===== src/rtl/uart_apb_loopback.sv =====
// APB3 slave with a baud generator and an 8N1 UART whose TX line is looped
// back internally into its own receiver, used as a bus-side UART self-test.
module uart_apb_loopback #(
  parameter int WIDTH    = 32,
  parameter int CLK_FREQ = 100_000_000,
  parameter int BAUD     = 9600
) (
  input  logic             PCLK,
  input  logic             PRESETn,
  input  logic             PSEL,
  input  logic             PENABLE,
  input  logic             PWRITE,
  input  logic [WIDTH-1:0] PADDR,
  input  logic [WIDTH-1:0] PWDATA,
  output logic [WIDTH-1:0] PRDATA,
  output logic             PREADY
);
  localparam int DIV = CLK_FREQ / BAUD;
  localparam int CW  = (DIV > 2) ? $clog2(DIV) : 1;
  localparam logic [CW-1:0] DIV_M1  = CW'(DIV - 1);
  localparam logic [CW-1:0] HALF_M1 = CW'(DIV / 2 - 1);

  localparam logic [1:0] A_IDLE = 2'd0, A_SETUP = 2'd1, A_ACCESS = 2'd2;
  localparam logic [1:0] S_IDLE = 2'd0, S_START = 2'd1, S_DATA = 2'd2, S_STOP = 2'd3;

  logic [1:0]    apb_st, tx_st, rx_st;
  logic          tx_en, rx_en;
  logic          tx_busy, rx_busy, rx_valid, frame_err;
  logic          tx_line, line_q;
  logic [7:0]    tx_buf, rx_shift, rx_data;
  logic [3:0]    tx_idx;
  logic [2:0]    rx_idx;
  logic [CW-1:0] bcnt, rcnt;
  logic          bclk, wr, rd_first, rx_clr, tx_load;
  logic          unused_bits;

  assign unused_bits = ^{PADDR[WIDTH-1:2], PWDATA[WIDTH-1:8]};
  assign PREADY   = 1'b1;
  assign wr       = PSEL & PENABLE & PWRITE;
  // only the first ACCESS cycle of a read may consume rx_valid
  assign rd_first = PSEL & PENABLE & ~PWRITE & (apb_st != A_ACCESS);
  assign rx_clr   = rd_first & (PADDR[1:0] == 2'd3);
  assign tx_load  = wr & (PADDR[1:0] == 2'd2) & tx_en & ~tx_busy;
  assign bclk     = (bcnt == DIV_M1);

  always_comb begin
    PRDATA = '0;
    if (PSEL && !PWRITE) begin
      case (PADDR[1:0])
        2'd0: begin PRDATA[0] = tx_en; PRDATA[3] = rx_en; end
        2'd1: PRDATA[3:0] = {frame_err, rx_valid, rx_busy, tx_busy};
        2'd3: PRDATA[7:0] = rx_data;
        default: PRDATA = '0;
      endcase
    end
  end

  always_ff @(posedge PCLK or negedge PRESETn) begin
    if (!PRESETn) begin
      apb_st <= A_IDLE;
      tx_en  <= 1'b0;
      rx_en  <= 1'b0;
      bcnt   <= '0;
    end else begin
      if (!PSEL)        apb_st <= A_IDLE;
      else if (PENABLE) apb_st <= A_ACCESS;
      else              apb_st <= A_SETUP;
      if (wr && PADDR[1:0] == 2'd0) begin
        tx_en <= PWDATA[0];
        rx_en <= PWDATA[3];
      end
      bcnt <= bclk ? '0 : bcnt + 1'b1;
    end
  end

  // TX: START waits for the next BCLK to launch the start bit, so every
  // line transition stays aligned to BCLK regardless of when the write lands.
  always_ff @(posedge PCLK or negedge PRESETn) begin
    if (!PRESETn) begin
      tx_st   <= S_IDLE;
      tx_busy <= 1'b0;
      tx_line <= 1'b1;
      tx_buf  <= '0;
      tx_idx  <= '0;
    end else begin
      case (tx_st)
        S_IDLE: if (tx_load) begin
          tx_buf  <= PWDATA[7:0];
          tx_busy <= 1'b1;
          tx_st   <= S_START;
        end
        S_START: if (bclk) begin
          tx_line <= 1'b0;
          tx_idx  <= '0;
          tx_st   <= S_DATA;
        end
        S_DATA: if (bclk) begin
          if (tx_idx == 4'd8) begin
            tx_line <= 1'b1;
            tx_st   <= S_STOP;
          end else begin
            tx_line <= tx_buf[tx_idx[2:0]];
            tx_idx  <= tx_idx + 1'b1;
          end
        end
        default: if (bclk) begin
          tx_busy <= 1'b0;
          tx_st   <= S_IDLE;
        end
      endcase
    end
  end

  always_ff @(posedge PCLK or negedge PRESETn) begin
    if (!PRESETn) begin
      rx_st     <= S_IDLE;
      rx_busy   <= 1'b0;
      rx_valid  <= 1'b0;
      frame_err <= 1'b0;
      rx_data   <= '0;
      rx_shift  <= '0;
      rx_idx    <= '0;
      rcnt      <= '0;
      line_q    <= 1'b1;
    end else begin
      line_q <= tx_line;
      if (rx_clr) rx_valid <= 1'b0;
      if (!rx_en) begin
        rx_st   <= S_IDLE;
        rx_busy <= 1'b0;
      end else begin
        case (rx_st)
          S_IDLE: if (line_q && !tx_line) begin
            rcnt    <= '0;
            rx_busy <= 1'b1;
            rx_st   <= S_START;
          end
          S_START: if (rcnt == HALF_M1) begin
            rcnt <= '0;
            if (tx_line) begin
              rx_busy <= 1'b0;
              rx_st   <= S_IDLE;
            end else begin
              rx_idx <= '0;
              rx_st  <= S_DATA;
            end
          end else rcnt <= rcnt + 1'b1;
          S_DATA: if (rcnt == DIV_M1) begin
            rcnt     <= '0;
            rx_shift <= {tx_line, rx_shift[7:1]};
            rx_idx   <= rx_idx + 1'b1;
            if (rx_idx == 3'd7) rx_st <= S_STOP;
          end else rcnt <= rcnt + 1'b1;
          default: if (rcnt == DIV_M1) begin
            // setting rx_valid here overrides a same-cycle read-clear
            rx_data   <= rx_shift;
            rx_valid  <= 1'b1;
            frame_err <= ~tx_line;
            rx_busy   <= 1'b0;
            rx_st     <= S_IDLE;
          end else rcnt <= rcnt + 1'b1;
        endcase
      end
    end
  end
endmodule


===== config.mk =====
export PLATFORM = sky130hd
export DESIGN_NAME = uart_apb_loopback
export DESIGN_NICKNAME = d
export VERILOG_FILES = /design/src/rtl/uart_apb_loopback.sv
export SDC_FILE = /design/constraint.sdc
export NUM_CORES = 1
export LEC_CHECK = 0
export ABC_AREA = 0
export CORE_UTILIZATION = 44
export DETAILED_ROUTE_END_ITERATION = 6
export GPL_ROUTABILITY_DRIVEN = 0
export PLACE_DENSITY = 0.77
export SLEW_MARGIN = 20
export SYNTH_ARGS = -nofsm -noshare
export SYNTH_HDL_FRONTEND = slang
export SYNTH_SLANG_ARGS = --single-unit

===== constraint.sdc =====
create_clock -name PCLK -period 5.7 [get_ports PCLK]
set_clock_uncertainty 0.15 [all_clocks]
set_input_delay 1.14 -clock PCLK [delete_from_list [all_inputs] [get_ports PCLK]]
set_output_delay 1.14 -clock PCLK [all_outputs]
set_load 0.03 [all_outputs]

======== After elaboration in Yosys (flattened, before gate mapping) ========
Index checks and enable logic that the tools add are counted.
cells by class
  add/sub/neg operators ................... 4
  order comparisons ....................... 1
  equality and inequality tests ........... 30
  muxes and demuxes ....................... 53
  bitwise logic cells ..................... 13
  reductions and logical operators ........ 24
operators by type and width
  operator                                                                 count
  14-bit 2-to-1 mux                                                        5
  14-bit one-hot mux with 3 select lines                                   1
  14-bit by 1-bit adder with 14-bit output, second input constant          2
  14-bit == test, second input constant                                    2
  2-bit 2-to-1 mux                                                         14
  2-bit inequality test, second input constant                             11
  5-bit AND reduction                                                      4
  4-bit 2-to-1 mux                                                         4
  3-bit inequality test, second input constant                             5
  3-bit AND reduction                                                      5
  14-bit by 13-bit == test with 1-bit output, second input constant        1
  1-bit 2-to-1 mux                                                         14
  2-bit one-hot mux with 3 select lines                                    2
  3-bit 2-to-1 mux                                                         3
  1-bit one-hot mux with 3 select lines                                    3
  1-bit AND                                                                8
  2-bit == test, second input constant                                     4
  8-bit 2-to-1 mux                                                         1
  4-bit by 1-bit inequality test with 1-bit output, second input constant  2
  4-bit one-hot mux with 2 select lines                                    1
  2-bit by 1-bit == test with 1-bit output, second input constant          3
  2-bit zero test                                                          3
  3-bit one-hot mux with 2 select lines                                    1
  2-bit nonzero test                                                       3
  other kinds (15)                                                         23
word-level totals
  register bits ........................... 73
  word-level logic and storage cells ...... 143

======== Longest topological paths before layout ========
Gate-level depths: netlist of the first run.
  depth after elaboration ................. 8
  mapped depth ............................ 8
  mapped depth without buffers ............ 7

======== Worst setup path after synthesis of the first run ========
Ideal clock, no wire load.
  path kind ............................... input -> output
  from .................................... in PADDR[0]
  to ...................................... out PRDATA[3]
  arrival ................................. 1937 ps
  required time ........................... 4410 ps
  path slack .............................. 2473 ps
  stages on the path ...................... 5
  path through ............................ buf_2 mux2i_1 nor2_1 a31oi_1 nor2_1
between the ends
  longest elaborated chain between the ends .. 3
  elaborated cells on any way between the ends .. 5
  those cells by class .................... eq/ne: 2; mux: 2; reduce/logical: 1
RTL lines
  element                                    RTL line  text
  start, declared                            13        input logic [WIDTH-1:0] PADDR,
  2-bit == test (tied with other cells)      49        case (PADDR[1:0])
  1-bit one-hot mux with 3 select lines (*)  49
  8-bit 2-to-1 mux (*)                       48        if (PSEL && !PWRITE) begin
  end, declared                              15        output logic [WIDTH-1:0] PRDATA,
Mark *: on every way between the ends. The rest lies on a longest branch, timed or not.

======== Final worst setup path of the first run ========
  from .................................... in PSEL
  to ...................................... out PRDATA[6]
between the ends
  longest elaborated chain between the ends .. 2
RTL lines
  element            RTL line  text
  start, declared    10        input logic PSEL,
  1-bit logical AND  48
  8-bit 2-to-1 mux   48
Every way passes these cells.

==> results of run 1 <==
-- worst reg2reg max path, stage by stage (launching register included) --
cell	delay [ns]
dfrtp_1	0.41
ha_1	0.28
and4bb_4	0.29
and4_1	0.23
nand4_1	0.49
mux2_1	0.52
-- Yosys cell counts, drive strengths merged, types with 2 or more instances --
cell type / number
and4bb: 2
nand4b: 2
nor2: 24
nor4: 3
nand2b: 3
nor2b: 7
or4: 2
a21oi: 11
buf: 36
and3: 5
mux2i: 6
dfrtp: 71
o2bb2ai: 2
nor3: 4
mux4: 2
and2: 7
xor2: 6
or3: 8
a31oi: 3
conb: 2
dfstp: 2
nand4: 11
nor4b: 2
a21o: 2
nand3: 10
inv: 12
o31ai: 4
nand2: 54
mux2: 20
o21ai: 20
ha: 10
nor3b: 3
and4: 5
xnor2: 8
a22o: 2
-- power groups by stage --
stage / registers (mW) / clock network (mW) / logic (mW)
after detailed placement: 0.541 / 0 / 0.0611
after CTS: 0.530 / 0.469 / 0.0612
after global routing: 0.531 / 0.487 / 0.0675
after floorplan: 0.536 / 0 / 0.0533
after global placement: 0.540 / 0 / 0.0604
final: 0.530 / 0.462 / 0.0604
-- flip-flops by register name, indices dropped and copies added (netlist names), 3 cells and up --
name	flops
tx_idx	4
bcnt	14
rcnt	14
rx_data	8
rx_idx	3
rx_shift	8
tx_buf	8
-- cell type report --
| class | instances | area, um2 |
|---|---|---|
| Fill cell | 806 | 4329 |
| Inverter | 12 | 45.04 |
| Clock inverter | 6 | 90.09 |
| Tap cell | 108 | 135.1 |
| Timing Repair Buffer | 23 | 222.7 |
| Sequential cell | 73 | 1829 |
| Clock buffer | 10 | 137.6 |
| Multi-Input combinational cell | 287 | 1889 |
-- final timing paths --
kind	endpoint	slack, ns
setup reg to reg	rx_data[0]	3.19
max in group asynchronous	rx_idx[1]	3.97
setup / recovery	PRDATA[6]	1.38
hold reg to reg	line_q	0.27
min in group asynchronous	bcnt[5]	0.84
hold / removal	line_q	0.27
-- through the flow --
step	setup slack (ns)	util, %
6_report	1.381	50.12
5_1_grt	1.284	50.12
4_1_cts	1.377	50.12
3_5_place_dp	1.381	47.49
3_3_place_gp	1.431	47.49
2_1_floorplan	2.473	-
-- layer usage --
metal / track usage (%) / up-vias / share of wire, %
li1: - / 1345 / -
met3: 3.365 / 8 / 3.9
met5: 0 / - / 0
met2: 27.99 / 72 / 49
met1: 21.74 / 1356 / 46
met4: 6.373 / 0 / 1.1
-- logic make-up after synthesis --
family	Yosys count
simple gates	156
flops	73
compound gates	54
buf+inv	49
mux	28
xor+xnor	14
fa+ha+maj	10
other cells	2
==> out/results.tsv, run 1 <==
stage	metric	value	unit
run_status	status	completed	
synth	top_reg_cell synth	dfrtp_1	
synth	post-synth cell types	62	
worst_hold_path	Hold Startpoint	tx_line	
setup_path	critical path depth	5	
synth	Simple-Gate Fraction of Synth Area	21.91	%
power	Comb power frac	5.7	%
sta	Worst Hold Margin	0.2663	ns
setup_path	crit path kind	in -> out	
grt	number of global-route vias before repair	2691	
clocking	CTS sink cnt	73	
routing	WL/cell	13.38	um
routing	Post-DRT Antenna Nets	0	
power	Int Power	800.6	uW
power	NetSw	251.8	uW
setup_path	Setup crit end kind	output port	
floorplanning	die area	0.009326	mm2
clocking	post-CTS setup repair buffer count	0	
synth	Post-Synth Adder-Cell Area	3.180	%
sta	final hold vios	0	
final_layout	Finished Layout Cells	519	
setup_path	crit path buf inv count	2	
floorplanning	Core ar.	0.008678	mm2
final_layout	number of diodes	0	
grt	Total GRT Usage	16.85	%
clocking	root buffer cell	clkbuf_8	
setup_path	Setup crit start	PSEL	
power	Clk network pwr share	43.9	%
synth	mux share of post-synthesis cell area	8.394	%
setup_path	worst-path cell chain	clkdlybuf4s50_1 > nor2b_1 > and3_1 > and2_1 > clkdlybuf4s50_1	
setup_path	CP peak stage delay	0.66	ns
grt	Remaining Overflow, GRT	0	
routing	Iteration-0 DRC Markers	191	
sta	FMAX	231.5	MHz
final_layout	commonest non-fill, non-tap cells in the layout	dfrtp_1, nand2_1, conb_1	
clocking	cts hold-fix bufs	0	
synth	Cell Area, Synth	0.003935	mm2
worst_hold_path	Hold Crit Class	reg -> reg	
final_layout	fraction of layout cells with a size suffix above 1	9.732	%
setup_path	critical path's top delay family	buffers and inverters	
clocking	CTS tree	done	
final_layout	nets	485	
worst_hold_path	WHS Path Cells	0	
synth	Synth Area in Compound Gates	9.030	%
final_layout	fin area	0.004349	mm2
placed_design	port bufs	22	
floorplanning	Ports	102	
floorplanning	Std-Cell Rows	34	
clocking	Reg clk slew, reported paths	0.08	ns
power	VDD IR max	0.1463	mV
synth	FF+latch count, synth	73	
grt	antenna violations before repair	0	
floorplanning	starting density of the core	45.34	%
power	Seq pwr share	50.4	%
final_layout	Area Overhead vs Synth	10.52	%
synth	top cell type's share of synthesized area	45.15	%
placed_design	Placed Cells	503	
setup_path	crit path max fanout	5	
sta	Slew @ Worst Pin	0.8972	ns
floorplanning	Die W	96.57	um
setup_path	worst r2r path cells	5	
sta	relative slew slack	40.18	%
synth	Synth Instances	386	
power	Tot Pwr	1.052	mW
synth	sequential share of the synthesized area	46.49	%
setup_path	CP required	4.41	ns
clocking	worst-skew pair later-pin latency	0.35	ns
sta	Max Slew Vio Count	0	
setup_path	slowest cell on the critical path	clkdlybuf4s50_1	
synth	Synthesis Warnings	0	
routing	DR DRC count	0	
power	leak pwr	1.978	nW
sta	Tcrit/Tclk final	75.78	%
placed_design	dpl cell area	0.004121	mm2
routing	vias	2781	
power	Net Sw Frac	23.93	%
synth	Post-synth EDFFs	0	
clocking	worst-case clock buffer depth	2	
routing	DR pass1 iterations	4	
sta	post-layout min period	4.319	ns
sta	TNS Setup	0	ns
grt	pin count of the biggest net entering global routing	74	
setup_path	critical register-to-register path startpoint	rcnt[0]	
synth	area leader, netlist	dfrtp_1	
synth	ranking of synthesized cells by area	dfrtp_1, buf_4, nand2_1	
sta	unrepaired setup endpoints after global routing	no	
routing	Routed WL	6942	um
setup_path	crit path launch type	input port	
setup_path	critical path data arrival time	3.03	ns
clocking	post-cts sizing count	0	
sta	# setup viols final	0	
synth	largest family of logic cells by synthesized area	simple AND/OR/NAND/NOR gates	
synth	Synth Area in XOR/XNOR	3.116	%
run	max-cap violations	0	
floorplanning	Die H	96.57	um
grt	first-pass GRT wire length	12180	um
clocking	H-tree depth	3	
power	pwr/cell area	242.0	mW/mm2
synth	Avg Inst Size Synth	10.19	um2
placed_design	dpl hpwl	4848	um
clocking	CTS buffer count	9	
synth	asr flop ratio synth	100.0	%
setup_path	Top cell by count, worst path	clkdlybuf4s50_1	
routing	Via density	5.358	
final_layout	most common cell after layout, fill and taps aside	dfrtp_1	
Power figures use the tool's default switching activity.
==> inputs of run 2 (changes only) <==
PLACE_DENSITY = 0.8   (was 0.77)
clock period = 3.93 ns   (was 5.7 ns; I/O delays follow)
==> out/results.tsv, run 2 (same netlist as run 1, synthesis figures left out) <==
stage	metric	value	unit	change
run_status	status	completed		
routing	Routed WL	7209	um	+3.8%
setup_path	Setup crit end kind	output port		
final_layout	nets	487		+0.41%
routing	WL/cell	13.84	um	+3.4%
sta	FMAX	281.1	MHz	
final_layout	number of diodes	0		unchanged
floorplanning	Std-Cell Rows	34		unchanged
placed_design	dpl hpwl	5175	um	+6.7%
power	VDD IR max	0.2387	mV	+63%
sta	Worst Hold Margin	0.2705	ns	+0.004238 ns
routing	DR DRC count	0		unchanged
routing	vias	2802		+0.76%
grt	Total GRT Usage	17.61	%	+0.76 points
final_layout	FF+latch area	0.001829	mm2	unchanged
sta	TNS Setup	0	ns	unchanged
clocking	post-cts sizing count	0		unchanged
floorplanning	Core ar.	0.008678	mm2	unchanged
clocking	worst-case clock buffer depth	2		unchanged
sta	relative slew slack	44.37	%	+4.2 points
sta	Slew @ Worst Pin	0.8274	ns	-0.06987 ns
sta	final hold vios	0		unchanged
setup_path	crit path launch type	input port		
final_layout	biggest regs	bcnt (14), rcnt (14)		
clocking	Reg clk slew, reported paths	0.08	ns	about the same
sta	unrepaired setup endpoints after global routing	no		
clocking	worst-skew pair later-pin latency	0.36	ns	about the same
grt	Remaining Overflow, GRT	0		unchanged
grt	number of global-route vias before repair	2728		+1.4%
routing	Iteration-0 DRC Markers	210		+9.9%
run	max-cap violations	0		unchanged
final_layout	fraction of layout cells with a size suffix above 1	10.17	%	+0.44 points
clocking	CTS buffer count	9		unchanged
final_layout	commonest non-fill, non-tap cells in the layout	dfrtp_1, nand2_1, conb_1		
setup_path	critical path data arrival time	2.62	ns	-0.41 ns
final_layout	Area Overhead vs Synth	11.26	%	
power	leak pwr	1.998	nW	+1.0%
floorplanning	starting density of the core	45.34	%	unchanged
setup_path	crit path kind	in -> out		
grt	first-pass GRT wire length	12400	um	+1.8%
sta	# setup viols final	0		unchanged
final_layout	area of the multi-input gates	0.001889	mm2	unchanged
routing	DR pass1 iterations	4		unchanged
clocking	H-tree depth	3		unchanged
clocking	CTS tree	done		
clocking	cts hold-fix bufs	0		unchanged
sta	Tcrit/Tclk final	90.52	%	
clocking	CTS sink cnt	73		unchanged
routing	Post-DRT Antenna Nets	0		unchanged
routing	Via density	5.378		+0.37%
floorplanning	Die H	96.57	um	unchanged
grt	pin count of the biggest net entering global routing	51		-31%
floorplanning	die area	0.009326	mm2	unchanged
grt	antenna violations before repair	0		unchanged
worst_hold_path	Hold Crit Class	in -> async		
setup_path	crit path max fanout	5		unchanged
setup_path	CP required	2.99	ns	-1.42 ns
final_layout	Fillers	796		-1.2%
power	pwr/cell area	360.5	mW/mm2	+49%
clocking	post-CTS setup repair buffer count	0		unchanged
sta	post-layout min period	3.558	ns	
final_layout	most common cell after layout, fill and taps aside	dfrtp_1		
floorplanning	Ports	102		unchanged
sta	Max Slew Vio Count	0		unchanged
placed_design	port bufs	22		unchanged
floorplanning	Die W	96.57	um	unchanged
clocking	root buffer cell	clkbuf_8		
==> run 2: cell count changes in the layout (fill, tap and decap cells not counted) <==
cell	before	now
clkinv_2	1	2
clkbuf_8	10	9
bufinv_16	2	3
buf_4	1	3
clkinvlp_4	1	0
==> run 2: worst paths after layout <==
path / from / end / slack [ns] / depth (start not counted)
max in group asynchronous: PRESETn / rx_shift[6] / 2.83 / 2
worst min register to register: tx_line / line_q / 0.27 / 0
worst max-delay path: PSEL / PRDATA[7] / 0.37 / 5
min in group PCLK: tx_line / line_q / 0.27 / 0
worst min-delay path: PRESETn / rcnt[8] / 0.27 / 2
worst max register to register: bcnt[0] / tx_st[1] / 1.45 / 6
==> run 2: through the flow <==
stage	setup WS, ns	util [%]	instances	total power [mW]	area [um2]
final	0.3725	50.45	521	1.578	4378
after global routing	0.2549	50.45	521	1.634	4378
after detailed placement	0.3457	47.66	505	0.8755	4136
after floorplan	1.411	-	409	0.8545	4021
after global placement	0.3699	47.66	505	0.8726	4136
after CTS	0.3435	50.45	521	1.588	4378
==> run 2: cell type report <==
class / count / area share [%]
timing repair buffer: 25 / 5.430
inverter: 12 / 1.029
tap: 108 / 3.087
multi-input combinational: 287 / 43.16
sequential: 73 / 41.78
clock inverter: 7 / 2.686
clock buffer: 9 / 2.829
==> run 2: critical path, cell delays in order <==
cell             delay, ns
clkdlybuf4s50_1       0.57
nor2b_1               0.19
and3_1                0.26
and2_1                0.15
clkdlybuf4s50_1       0.66
==> run 2: power breakdown <==
group	internal, mW	switching, mW
Clock	0.423	0.296
Sequential	0.758	0.0107
Combinational	0.0271	0.0628
==> run 2: routing by layer <==
metal | GRT usage [%] | part of all wire, % | vias to the layer above
met4 | 6.863 | 1.7 | 0
met3 | 5.008 | 3.9 | 13
li1 | - | - | 1353
met5 | 0 | 0 | -
met2 | 27.93 | 48 | 71
met1 | 22.79 | 47 | 1365
